File: config.mk
export PLATFORM = sky130hd
export DESIGN_NAME = usb_packet_tx_flat
export DESIGN_NICKNAME = d
export VERILOG_FILES = /design/src/rtl/usb_packet_tx_if.sv /design/src/rtl/usb_packet_tx.sv /design/src/flat_wrapper.sv
export SDC_FILE = /design/constraint.sdc
export NUM_CORES = 1
export LEC_CHECK = 0
export ABC_AREA = 1
export BUFFER_PORTS_ARGS = -buffer_cell sky130_fd_sc_hd__buf_2
export CORE_UTILIZATION = 34
export DETAILED_ROUTE_END_ITERATION = 8
export PLACE_DENSITY = 0.57
export SYNTH_ARGS = -nofsm -noshare
export SYNTH_HDL_FRONTEND = slang
export SYNTH_SLANG_ARGS = --single-unit
File: constraint.sdc
create_clock -name clk -period 3.3 [get_ports clk]
set_input_delay 0.495 -clock clk [delete_from_list [all_inputs] [get_ports clk]]
set_output_delay 0.495 -clock clk [all_outputs]
set_load 0.01 [all_outputs]
File: src/rtl/usb_packet_tx_if.sv
// usb_packet_tx_if: payload byte-stream handshake between the register/RAM
// side (master, the byte source) and the USB packet framer (slave).
interface usb_packet_tx_if;
    logic [7:0] tx_data;
    logic       tx_valid;
    logic       tx_last;
    logic       tx_ready;

    modport master (output tx_data, output tx_valid, output tx_last, input tx_ready);
    modport slave  (input tx_data, input tx_valid, input tx_last, output tx_ready);
endinterface

File: src/rtl/usb_packet_tx.sv
// usb_packet_tx: frames a payload byte stream into one FT245 write packet
// (header keys, payload, optional checksum, trailer keys) and drives the
// FT_WR strobe under FT_TXEn flow control.
// Optional feature: define USB_TX_CHECKSUM_EN to append a mod-256 payload
// checksum byte between the payload and the trailer.
module usb_packet_tx #(
    parameter logic [7:0] HEADER_KEY_SYMBOL         = 8'd85,
    parameter int         HEADER_KEY_SYMBOL_NUMBER  = 12,
    parameter logic [7:0] TRAILER_KEY_SYMBOL        = 8'd170,
    parameter int         TRAILER_KEY_SYMBOL_NUMBER = 8,
    parameter int         WR_SETUP                  = 2,
    parameter int         WR_PULSE                  = 4,
    parameter int         WR_GAP                    = 4
) (
    input  logic               clk,
    input  logic               rst,
    input  logic               FT_TXEn,
    output logic               FT_WR,
    output logic [7:0]         FT_DATA_Out,
    output logic               FT_DATA_Oe,
    usb_packet_tx_if.slave     tx,
    output logic               busy,
    output logic               packet_done
);

    localparam int CNT_MAX = (HEADER_KEY_SYMBOL_NUMBER > TRAILER_KEY_SYMBOL_NUMBER) ?
                             HEADER_KEY_SYMBOL_NUMBER : TRAILER_KEY_SYMBOL_NUMBER;
    localparam int CW      = $clog2(CNT_MAX + 1);
    localparam int TMR_A   = (WR_SETUP > WR_PULSE) ? WR_SETUP : WR_PULSE;
    localparam int TMR_MAX = (TMR_A > WR_GAP) ? TMR_A : WR_GAP;
    localparam int TW      = $clog2(TMR_MAX + 1);

    localparam logic [CW-1:0] HDR_LAST    = CW'(HEADER_KEY_SYMBOL_NUMBER - 1);
    localparam logic [CW-1:0] TRL_LAST    = CW'(TRAILER_KEY_SYMBOL_NUMBER - 1);
    localparam logic [TW-1:0] SETUP_LAST  = TW'(WR_SETUP - 1);
    localparam logic [TW-1:0] PULSE_LAST  = TW'(WR_PULSE - 1);
    localparam logic [TW-1:0] GAP_LAST    = TW'(WR_GAP - 1);

    typedef enum logic [2:0] {
        PH_IDLE, PH_HEADER, PH_PAYLOAD, PH_CHECKSUM, PH_TRAILER
    } phase_t;

    typedef enum logic [2:0] {
        SB_LOAD, SB_WAIT_TXE, SB_SETUP, SB_STROBE, SB_GAP
    } sub_t;

    phase_t        phase_reg, phase_next;
    sub_t          sub_reg, sub_next;
    logic [CW-1:0] cnt_reg, cnt_next;
    logic [TW-1:0] tmr_reg, tmr_next;
    logic          done_reg, done_next;
    logic [1:0]    txe_sync_reg;
    logic [7:0]    data_reg;
    logic          last_reg;
    logic          txe_synced;
    logic          accept;

    assign txe_synced = txe_sync_reg[1];
    // A payload byte is taken only while parked in PAYLOAD/LOAD with data offered.
    assign accept     = (phase_reg == PH_PAYLOAD) && (sub_reg == SB_LOAD) && tx.tx_valid;

    // Two-flop synchronizer for the asynchronous FIFO-full flag; resets to "full".
    always_ff @(posedge clk or posedge rst) begin
        if (rst) txe_sync_reg <= 2'b11;
        else     txe_sync_reg <= {txe_sync_reg[0], FT_TXEn};
    end

    // State register: phase, per-byte substate, byte and cycle counters, done pulse.
    always_ff @(posedge clk or posedge rst) begin
        if (rst) begin
            phase_reg <= PH_IDLE;
            sub_reg   <= SB_LOAD;
            cnt_reg   <= '0;
            tmr_reg   <= '0;
            done_reg  <= 1'b0;
        end else begin
            phase_reg <= phase_next;
            sub_reg   <= sub_next;
            cnt_reg   <= cnt_next;
            tmr_reg   <= tmr_next;
            done_reg  <= done_next;
        end
    end

    // Next-state logic: walk LOAD/WAIT_TXE/SETUP/STROBE/GAP per byte, advance phases on GAP end.
    always_comb begin
        phase_next = phase_reg;
        sub_next   = sub_reg;
        cnt_next   = cnt_reg;
        tmr_next   = tmr_reg;
        done_next  = 1'b0;
        if (phase_reg == PH_IDLE) begin
            sub_next = SB_LOAD;
            tmr_next = '0;
            if (tx.tx_valid) begin
                phase_next = PH_HEADER;
                cnt_next   = '0;
            end
        end else begin
            case (sub_reg)
                SB_LOAD: begin
                    if ((phase_reg != PH_PAYLOAD) || tx.tx_valid)
                        sub_next = SB_WAIT_TXE;
                end
                SB_WAIT_TXE: begin
                    tmr_next = '0;
                    if (!txe_synced)
                        sub_next = SB_SETUP;
                end
                SB_SETUP: begin
                    if (tmr_reg == SETUP_LAST) begin
                        sub_next = SB_STROBE;
                        tmr_next = '0;
                    end else begin
                        tmr_next = tmr_reg + 1'b1;
                    end
                end
                SB_STROBE: begin
                    if (tmr_reg == PULSE_LAST) begin
                        sub_next = SB_GAP;
                        tmr_next = '0;
                    end else begin
                        tmr_next = tmr_reg + 1'b1;
                    end
                end
                SB_GAP: begin
                    if (tmr_reg == GAP_LAST) begin
                        sub_next = SB_LOAD;
                        tmr_next = '0;
                        case (phase_reg)
                            PH_HEADER: begin
                                if (cnt_reg == HDR_LAST) begin
                                    phase_next = PH_PAYLOAD;
                                    cnt_next   = '0;
                                end else begin
                                    cnt_next = cnt_reg + 1'b1;
                                end
                            end
                            PH_PAYLOAD: begin
                                if (last_reg) begin
`ifdef USB_TX_CHECKSUM_EN
                                    phase_next = PH_CHECKSUM;
`else
                                    phase_next = PH_TRAILER;
`endif
                                    cnt_next = '0;
                                end
                            end
`ifdef USB_TX_CHECKSUM_EN
                            PH_CHECKSUM: begin
                                phase_next = PH_TRAILER;
                                cnt_next   = '0;
                            end
`endif
                            PH_TRAILER: begin
                                if (cnt_reg == TRL_LAST) begin
                                    phase_next = PH_IDLE;
                                    cnt_next   = '0;
                                    done_next  = 1'b1;
                                end else begin
                                    cnt_next = cnt_reg + 1'b1;
                                end
                            end
                            default: phase_next = PH_IDLE;
                        endcase
                    end else begin
                        tmr_next = tmr_reg + 1'b1;
                    end
                end
                default: sub_next = SB_LOAD;
            endcase
        end
    end

    // Outputs decoded from the current state; reset forces them low at once.
    always_comb begin
        FT_WR       = (sub_reg == SB_STROBE);
        FT_DATA_Oe  = (sub_reg == SB_SETUP) || (sub_reg == SB_STROBE);
        tx.tx_ready = accept;
        busy        = (phase_reg != PH_IDLE);
        packet_done = done_reg;
    end

`ifdef USB_TX_CHECKSUM_EN
    logic [7:0] sum_reg;

    // Running payload sum; cleared when a new packet leaves IDLE.
    always_ff @(posedge clk or posedge rst) begin
        if (rst)
            sum_reg <= 8'd0;
        else if ((phase_reg == PH_IDLE) && tx.tx_valid)
            sum_reg <= 8'd0;
        else if (accept)
            sum_reg <= sum_reg + tx.tx_data;
    end
`endif

    // Byte register: selected in LOAD only, then held stable through GAP.
    always_ff @(posedge clk or posedge rst) begin
        if (rst) begin
            data_reg <= 8'd0;
            last_reg <= 1'b0;
        end else if (sub_reg == SB_LOAD) begin
            case (phase_reg)
                PH_HEADER:  data_reg <= HEADER_KEY_SYMBOL;
                PH_PAYLOAD: begin
                    if (accept) begin
                        data_reg <= tx.tx_data;
                        last_reg <= tx.tx_last;
                    end
                end
`ifdef USB_TX_CHECKSUM_EN
                PH_CHECKSUM: data_reg <= sum_reg;
`endif
                PH_TRAILER: data_reg <= TRAILER_KEY_SYMBOL;
                default:    data_reg <= data_reg;
            endcase
        end
    end

    assign FT_DATA_Out = data_reg;

endmodule

File: src/flat_wrapper.sv
// flat-port wrapper written by rule: the top's interface ports become plain ports
module usb_packet_tx_flat 
#(
    parameter logic [7:0] HEADER_KEY_SYMBOL         = 8'd85,
    parameter int         HEADER_KEY_SYMBOL_NUMBER  = 12,
    parameter logic [7:0] TRAILER_KEY_SYMBOL        = 8'd170,
    parameter int         TRAILER_KEY_SYMBOL_NUMBER = 8,
    parameter int         WR_SETUP                  = 2,
    parameter int         WR_PULSE                  = 4,
    parameter int         WR_GAP                    = 4
)
  (clk, rst, FT_TXEn, FT_WR, FT_DATA_Out, FT_DATA_Oe, busy, packet_done, tx_tx_data, tx_tx_valid, tx_tx_last, tx_tx_ready);
  usb_packet_tx_if tx_i ();
  input  logic clk;
  input  logic rst;
  input  logic FT_TXEn;
  output logic FT_WR;
  output logic [7:0] FT_DATA_Out;
  output logic FT_DATA_Oe;
  output logic busy;
  output logic packet_done;
  input wire logic [$bits(tx_i.tx_data)-1:0] tx_tx_data;
  input wire logic [$bits(tx_i.tx_valid)-1:0] tx_tx_valid;
  input wire logic [$bits(tx_i.tx_last)-1:0] tx_tx_last;
  output wire logic [$bits(tx_i.tx_ready)-1:0] tx_tx_ready;
  assign tx_i.tx_data = tx_tx_data;
  assign tx_i.tx_valid = tx_tx_valid;
  assign tx_i.tx_last = tx_tx_last;
  assign tx_tx_ready = tx_i.tx_ready;
  usb_packet_tx #(.HEADER_KEY_SYMBOL(HEADER_KEY_SYMBOL), .HEADER_KEY_SYMBOL_NUMBER(HEADER_KEY_SYMBOL_NUMBER), .TRAILER_KEY_SYMBOL(TRAILER_KEY_SYMBOL), .TRAILER_KEY_SYMBOL_NUMBER(TRAILER_KEY_SYMBOL_NUMBER), .WR_SETUP(WR_SETUP), .WR_PULSE(WR_PULSE), .WR_GAP(WR_GAP)) u_core (.clk(clk), .rst(rst), .FT_TXEn(FT_TXEn), .FT_WR(FT_WR), .FT_DATA_Out(FT_DATA_Out), .FT_DATA_Oe(FT_DATA_Oe), .tx(tx_i), .busy(busy), .packet_done(packet_done));
endmodule
## Yosys cells after proc, flatten, opt, wreduce, memory -nomap -nowiden

Cells that the tools add are included.

- Word-level logic and storage cells: 84
- Bits in latches: 0
- Memories kept: 0
- RAM bits: 0
- Input bits: 13
- Output and inout port bits: 13
- Memory bits (read-only): 0
- Flip-flop bits (word level): 25

- Reductions and logical operators: 18
- Magnitude comparators: 0
- Bitwise operators: 0
- Eq/ne operators: 22
- Mux-type cells: 34
- Multiply operators: 0
- Div/mod/pow operators: 0
- Add/sub/neg operators: 2
- Shift operators: 0

Operator list:

| cell | count |
|---|---|
| $mux W3 | 16 |
| $mux W4 | 7 |
| $pmux W8 S3 | 1 |
| $pmux W3 S3 | 2 |
| $ne A3 B1 Y1 const B | 5 |
| $pmux W3 S5 | 1 |
| $eq A3 B2 Y1 const B | 4 |
| $pmux W4 S3 | 1 |
| $reduce_and A5 Y1 | 2 |
| $eq A3 B1 Y1 const B | 3 |
| $mux W8 | 1 |
| $reduce_bool A4 Y1 | 2 |
| $eq A3 B3 Y1 const B | 2 |
| $logic_not A3 Y1 | 2 |
| $ne A3 B2 Y1 const B | 2 |
| $ne A3 B3 Y1 const B | 2 |
| $reduce_and A3 Y1 | 2 |
| $reduce_and A6 Y1 | 1 |
| $reduce_bool A3 Y1 | 2 |
| $mux W1 | 5 |
| $add A4 B1 Y4 const B | 1 |
| $eq A4 B3 Y1 const B | 1 |
| $eq A4 B4 Y1 const B | 1 |
| $ne A2 B2 Y1 const B | 2 |
| other kinds (5) | 8 |

## Logic depth before layout (Yosys ltp)

Gate-level depths: netlist of run 1.

- Depth in word-level cells: 6
- Depth in mapped cells: 10
- Mapped depth without buffers: 10

## Worst setup path before layout of run 1

OpenSTA, ideal clock, no wires.

- Path type: flip-flop to output port
- Start point: register u_core.sub_reg[2]
- End point: output FT_DATA_Oe
- Buffers on the path: 0
- Data arrival time: 988 ps
- Stages on the path, launching flop included: 5
- Data required time: 2805 ps
- Setup slack: 1817 ps
- Path through: dfrtp_1 > inv_1 > nand3_1 > inv_1 > or2_2

- Word-level cells in the longest chain between the ends: 2
- Elaborated cells between the ends (all ways): 3
- Classes of those cells: 2 x eq/ne; 1 x reduce/logical

Ends and longest elaborated chain:

| what | RTL line | RTL |
|---|---|---|
| start: declaration | usb_packet_tx.sv:48 | `sub_t sub_reg, sub_next;` |
| start signal: assignment | usb_packet_tx.sv:78 | `sub_reg <= sub_next;` |
| $eq A3 B2 Y1 | -- |  |
| named net FT_WR | flat_wrapper.sv:17 | `output logic FT_WR;` |
| $logic_or A1 B1 Y1 | usb_packet_tx.sv:178 | `FT_DATA_Oe = (sub_reg == SB_SETUP) \|\| (sub_reg == SB_STROBE);` |
| end: declaration | flat_wrapper.sv:19 | `output logic FT_DATA_Oe;` |

The timed path passes the listed nets, and every way through them passes these cells.

## Final worst setup path of run 1

- Start point: register u_core.sub_reg[0]
- End point: output tx_tx_ready

- Word-level cells in the longest chain between the ends: 3

Ends and longest elaborated chain:

| what | RTL line | RTL |
|---|---|---|
| $logic_not A3 Y1 | usb_packet_tx.sv:60 | `assign accept = (phase_reg == PH_PAYLOAD) && (sub_reg == SB_LOAD) && tx.tx_valid;` |
| $logic_and A1 B1 Y1 (2 in a row) | usb_packet_tx.sv:60 |  |
| end: declaration | flat_wrapper.sv:25 | `output wire logic [$bits(tx_i.tx_ready)-1:0] tx_tx_ready;` |

No other way between the ends.

==> results_dict.tcl, run 1 <==
set metrics [dict create \
    multi_input_area_um2 708 \
    synth_cells 185 \
    cts_tree "yes" \
    p_leak_nw 0.856 \
    cts-htree-levels 1 \
    syn2layout_area_growth_pct 15.0 \
    dp_hpwl_mm 2.16 \
    clk_latency_ps 270 \
    drv_slew 0 \
    die_area_um2 4540 \
    largest_reg_flops 8 \
    endpoint_kind "primary output" \
    worst_ir_drop_vdd_mv 0.515 \
    seq_area_um2 628 \
    worst_pin_slew_ps 951 \
    root_buffer "clkbuf_8" \
    cp_max_fo 7 \
    period_share_pct 57.8 \
    final_common_cell "nand2_1" \
    io_pins 26 \
    ys.flop_type "dfrtp_1" \
    tns_ps 0 \
    hold_class "in -> reg" \
    pwr-share-clk_pct 14.3 \
    cp-start-kind "flop" \
    ys_seq_area_share_pct 43.2 \
    fin_crit_ps 1910 \
    remaining_drc_errors 0 \
    antenna_cells 0 \
    synth_nets 203 \
    cell_internal_pwr_mw 0.724 \
    worstSetupPathType "reg -> out" \
    synth_area_per_cell_um2 7.86 \
    num_rows 23 \
    layout_common_cells "nand2_1 (50), buf_2 (25), dfrtp_1 (23), inv_1 (22), a21oi_1 (16)" \
    antenna_found_initial 0 \
    yosys_warnings 0 \
    placeableCoreArea_um2 4060 \
    final_cell_count_no_fill 262 \
    design_area_um2 1670 \
    async_flop_share_pct 100 \
    synth-seq-cells 25 \
    cp.arrival_ps 1410 \
    grt_overflow_total 0 \
    drt-pass1-iter-count 4 \
    dp_cells 258 \
    die_w_um 67.4 \
    port_buffers 25 \
    synth.distinct_cells 26 \
    cap_violations 0 \
    skew_ps 2.95 \
    drt-initial-drc-count 89 \
    synth.cell_area_um2 1450 \
    required_ps 2800 \
    drive_gt1_share_pct 24.1 \
    grt_pass1_vias 1087 \
    cts_sinks 25 \
    hold_viol 0 \
    dpl_cell_area_um2 1620 \
    vias_per_cell 4.64 \
    p_seq_share_pct 38.2 \
    sw_frac_of_total_pct 44.6 \
    power_density_nw_per_um2 782 \
    setup_viol 0 \
    switching_power_mw 0.583 \
    cts.clk_slew.worst_paths_ps 90 \
    synth_edf_count 0 \
    reg2reg_depth 6 \
    initial_core_util_pct 35.8 \
    via_count 1216 \
    clock_path_buffers 2 \
    antenna_left 0 \
    fin_util_pct 41.2 \
    postCtsSetupRepairBufs 0 \
    drt_wl_total_mm 2.84 \
    timing.fmax_ghz 0.524 \
    ctsHoldBuffers 0 \
    grtUsageTotal_pct 14.0 \
    rsz0062_at_grt "no" \
    status "finished, final reports clean" \
    numCtsBuffers 3 \
    grt_max_degree 26 \
    holdPathStages 1 \
    die_y_um 67.4 \
    slew_headroom_pct 36.6 \
    fin_nets 231 \
    cts-resized-gates 0 \
    route.detailed.wl_per_inst_um 10.8 \
    comb_power_share_pct 47.4 \
    place.gp.congestion 0.816 \
    grt_pass1_wl_mm 4.84 \
    n_fill_cell 416 \
]
-- path summary, 6_finish.rpt --
| path | slack, ps | from | end |
|---|---|---|---|
| max | 1390 | u_core.sub_reg[0] | tx_tx_ready |
| min | 310 | FT_TXEn | u_core.txe_sync_reg[0] |
| max reg2reg | 1690 | u_core.phase_reg[1] | u_core.tmr_reg[0] |
| min reg2reg | 360 | u_core.txe_sync_reg[0] | u_core.txe_sync_reg[1] |
| max in group asynchronous | 2300 | rst | u_core.cnt_reg[0] |
| min in group asynchronous | 430 | rst | u_core.tmr_reg[1] |
-- power groups by stage --
| stage | sequential [mW] | combinational, mW | clock [mW] |
|---|---|---|---|
| floorplan | 0.516 | 0.477 | 0 |
| global placement | 0.502 | 0.628 | 0 |
| detailed placement | 0.507 | 0.626 | 0 |
| CTS | 0.501 | 0.630 | 0.196 |
| global route | 0.516 | 0.715 | 0.209 |
| finish | 0.500 | 0.620 | 0.187 |
-- synthesized netlist by cell type, drive strengths merged (2+ instances only) --
cell / instances / share of area, %
a21oi: 18 / 6.7
buf: 2 / 1.3
dfrtp: 23 / 40
dfstp: 2 / 3.6
ha: 5 / 4.3
inv: 24 / 6.2
nand2: 54 / 15
nand3: 17 / 7.9
nand4: 5 / 2.2
nor2: 18 / 6.9
nor3: 3 / 1.0
o21ai: 10 / 3.4
-- per-layer routing --
layer / global-route usage, % / vias to the layer above / part of all wire, %
li1: - / 655 / -
met1: 18.6 / 545 / 48
met2: 23.0 / 14 / 47
met3: 3.55 / 2 / 3.6
met4: 2.39 / 0 / 0.67
met5: 0 / - / 0
-- kinds of logic (layout without fill, tap and decap cells) --
| kind of cell | after synthesis | count (layout) | synth area share (%) |
|---|---|---|---|
| AND/OR/NAND/NOR | 100 | 100 | 34.3 |
| buffers and inverters | 27 | 54 | 8.09 |
| flip-flops | 25 | 25 | 43.2 |
| adder cells (fa/ha/maj) | 5 | 5 | 4.30 |
| AO/OA/AOI/OAI | 28 | 28 | 10.2 |
-- critical path, stage by stage, from the launching register on --
cell and delay, ps:
dfrtp_1 460, nor2_2 170, inv_1 80, nor2_4 130, nand3_4 90, inv_1 90
buf_2 130
-- per-stage QoR --
step,hold slack [ps],setup WS [ps],power [mW]
floorplan,345,1820,0.993
global placement,346,1700,1.13
detailed placement,347,1690,1.13
CTS,301,1370,1.33
global route,298,1230,1.44
finish,313,1390,1.31
-- area by class of cell --
type	count	share of cell area, %
Clock inverter	1	0.449
Tap cell	50	3.74
Sequential cell	25	37.6
Inverter	25	5.91
Clock buffer	3	2.47
Timing Repair Buffer	25	7.49
Multi-Input combinational cell	133	42.4
Power figures use the tool's default switching activity.
==> inputs of run 2 (changes only) <==
==> constraint.sdc (replaced) <==
create_clock -name clk -period 1.9 [get_ports clk]
set_input_delay 0.285 -clock clk [delete_from_list [all_inputs] [get_ports clk]]
set_output_delay 0.285 -clock clk [all_outputs]
set_load 0.01 [all_outputs]
==> run 2 against run 1 <==
Compared with the run above:
- die area did not move
- power rose by 75%
- clock skew rose by 1.8 ps
- worst hold slack got worse by 260 ps
- non-clock buffer count rose by 1
- clock power rose by 69%
- setup slack got worse by 1200 ps
- largest cell class unchanged
- highest routed layer unchanged
==> results_dict.tcl, run 2 (same netlist as run 1, synthesis figures left out) <==
set metrics [dict create \
    worst_path_max_delay_cell "dfrtp_1" \
    fin_ws_ps 157 \
    worstSetupPathType "reg -> out" \
    cts.clk_slew.worst_paths_ps 90 \
    place.gp.congestion 0.822 \
    crit_top_cell "inv_1" \
    die_w_um 67.4 \
    grt_max_degree 26 \
    p_leak_nw 0.864 \
    clk_latency_ps 270 \
    grt_pass1_vias 1184 \
    port_buffers 25 \
    tns_ps 0 \
    cp-start-kind "flop" \
    drv_slew 0 \
    p_seq_share_pct 38.5 \
    comb_power_share_pct 47.7 \
    multi_input_area_um2 708 \
    final_cell_count_no_fill 263 \
    seq_area_um2 628 \
    cts_tree "yes" \
    root_buffer "clkbuf_8" \
    slew_headroom_pct 76.4 \
    layout_common_cells "nand2_1 (50), buf_2 (25), dfrtp_1 (23), inv_1 (22), a21oi_1 (16)" \
    antenna_found_initial 0 \
    design_area_um2 1680 \
    fin_crit_ps 1740 \
    whs_ps 50.9 \
    placeableCoreArea_um2 4060 \
    numCtsBuffers 3 \
    crit_cells 6 \
    cp_cell_sequence "nor2_2, inv_1, nor2_4, nand3_4, inv_1, buf_2" \
    switching_power_mw 1.03 \
    grtUsageTotal_pct 15.5 \
    n_fill_cell 428 \
    vias_per_cell 4.75 \
    cp.arrival_ps 1460 \
    setup_viol 0 \
    worst_pin_slew_ps 351 \
    cell_internal_pwr_mw 1.26 \
    dpl_cell_area_um2 1630 \
    status "finished, final reports clean" \
    timing.fmax_ghz 0.574 \
    total_power_mw 2.29 \
    required_ps 1620 \
    drive_gt1_share_pct 24.4 \
    sw_frac_of_total_pct 45.0 \
    ctsHoldBuffers 0 \
    startpoint "u_core.sub_reg[0]" \
    post-place-ws_ps 376 \
    drt-pass1-iter-count 4 \
    grt_pass1_wl_mm 5.21 \
    postCtsSetupRepairBufs 0 \
    path_buf_inv 3 \
    antenna_left 0 \
    syn2layout_area_growth_pct 15.3 \
    critPathMaxStageDelay_ps 470 \
    period_share_pct 91.8 \
    reg2reg_depth 8 \
    die_y_um 67.4 \
    via_count 1248 \
    fin_util_pct 41.3 \
    initial_core_util_pct 35.8 \
    antenna_cells 0 \
    endpoint_kind "primary output" \
    clock_path_buffers 2 \
    fin_nets 232 \
    cts-htree-levels 1 \
    die_area_um2 4540 \
    cp_max_fo 7 \
    cts_sinks 25 \
    num_rows 23 \
    io_pins 26 \
    route.detailed.wl_per_inst_um 11.9 \
    grt_overflow_total 0 \
    rrSetupSlack_ps 360 \
    cap_violations 0 \
    pwr-share-clk_pct 13.8 \
    remaining_drc_errors 0 \
    cts-resized-gates 0 \
    cp_top_family "flip-flops" \
    final_common_cell "nand2_1" \
    hold_class "in -> async" \
    power_density_nw_per_um2 1360 \
    rsz0062_at_grt "no" \
    skew_ps 4.79 \
    dp_cells 259 \
    drt_wl_total_mm 3.13 \
    drt-initial-drc-count 84 \
    largest_reg_flops 8 \
    dp_hpwl_mm 2.35 \
    hold_viol 0 \
    worst_ir_drop_vdd_mv 0.761 \
    reg2reg_from "u_core.phase_reg[1]" \
    r2r-end "u_core.phase_reg[0]" \
]
-- run 2: layer usage --
layer	part of all wire, %	global-route usage, %
met1	47	19.5
met2	49	25.3
met3	2.6	4.05
met4	1.1	6.12
met5	0	0
-- run 2: area by class of cell --
class                   count  area share [%]
repair buffers             26            7.91
inverters                  25            5.90
clock buffers               3            2.46
flip-flops and latches     25            37.5
multi-input cells         133            42.2
well taps                  50            3.73
clock inverters             1           0.299
-- run 2: worst min-delay path, stage by stage --
cell and delay (ps):
buf_2 90, inv_1 40, buf_4 300
-- run 2: power by group through the flow --
stage	Sequential, mW	Combinational (mW)	Clock, mW
after floorplan	0.896	0.829	0
after global placement	0.886	1.08	0
after detailed placement	0.892	1.10	0
after CTS	0.881	1.10	0.330
after global routing	0.905	1.26	0.353
final	0.880	1.09	0.316
-- run 2: worst max path at each step --
stage	end	slack (ps)
floorplan	u_core.cnt_reg[3]	540
CTS	tx_tx_ready	140
finish	tx_tx_ready	160
global placement	u_core.phase_reg[0]	410
detailed placement	u_core.phase_reg[0]	380
global route	FT_DATA_Oe	70
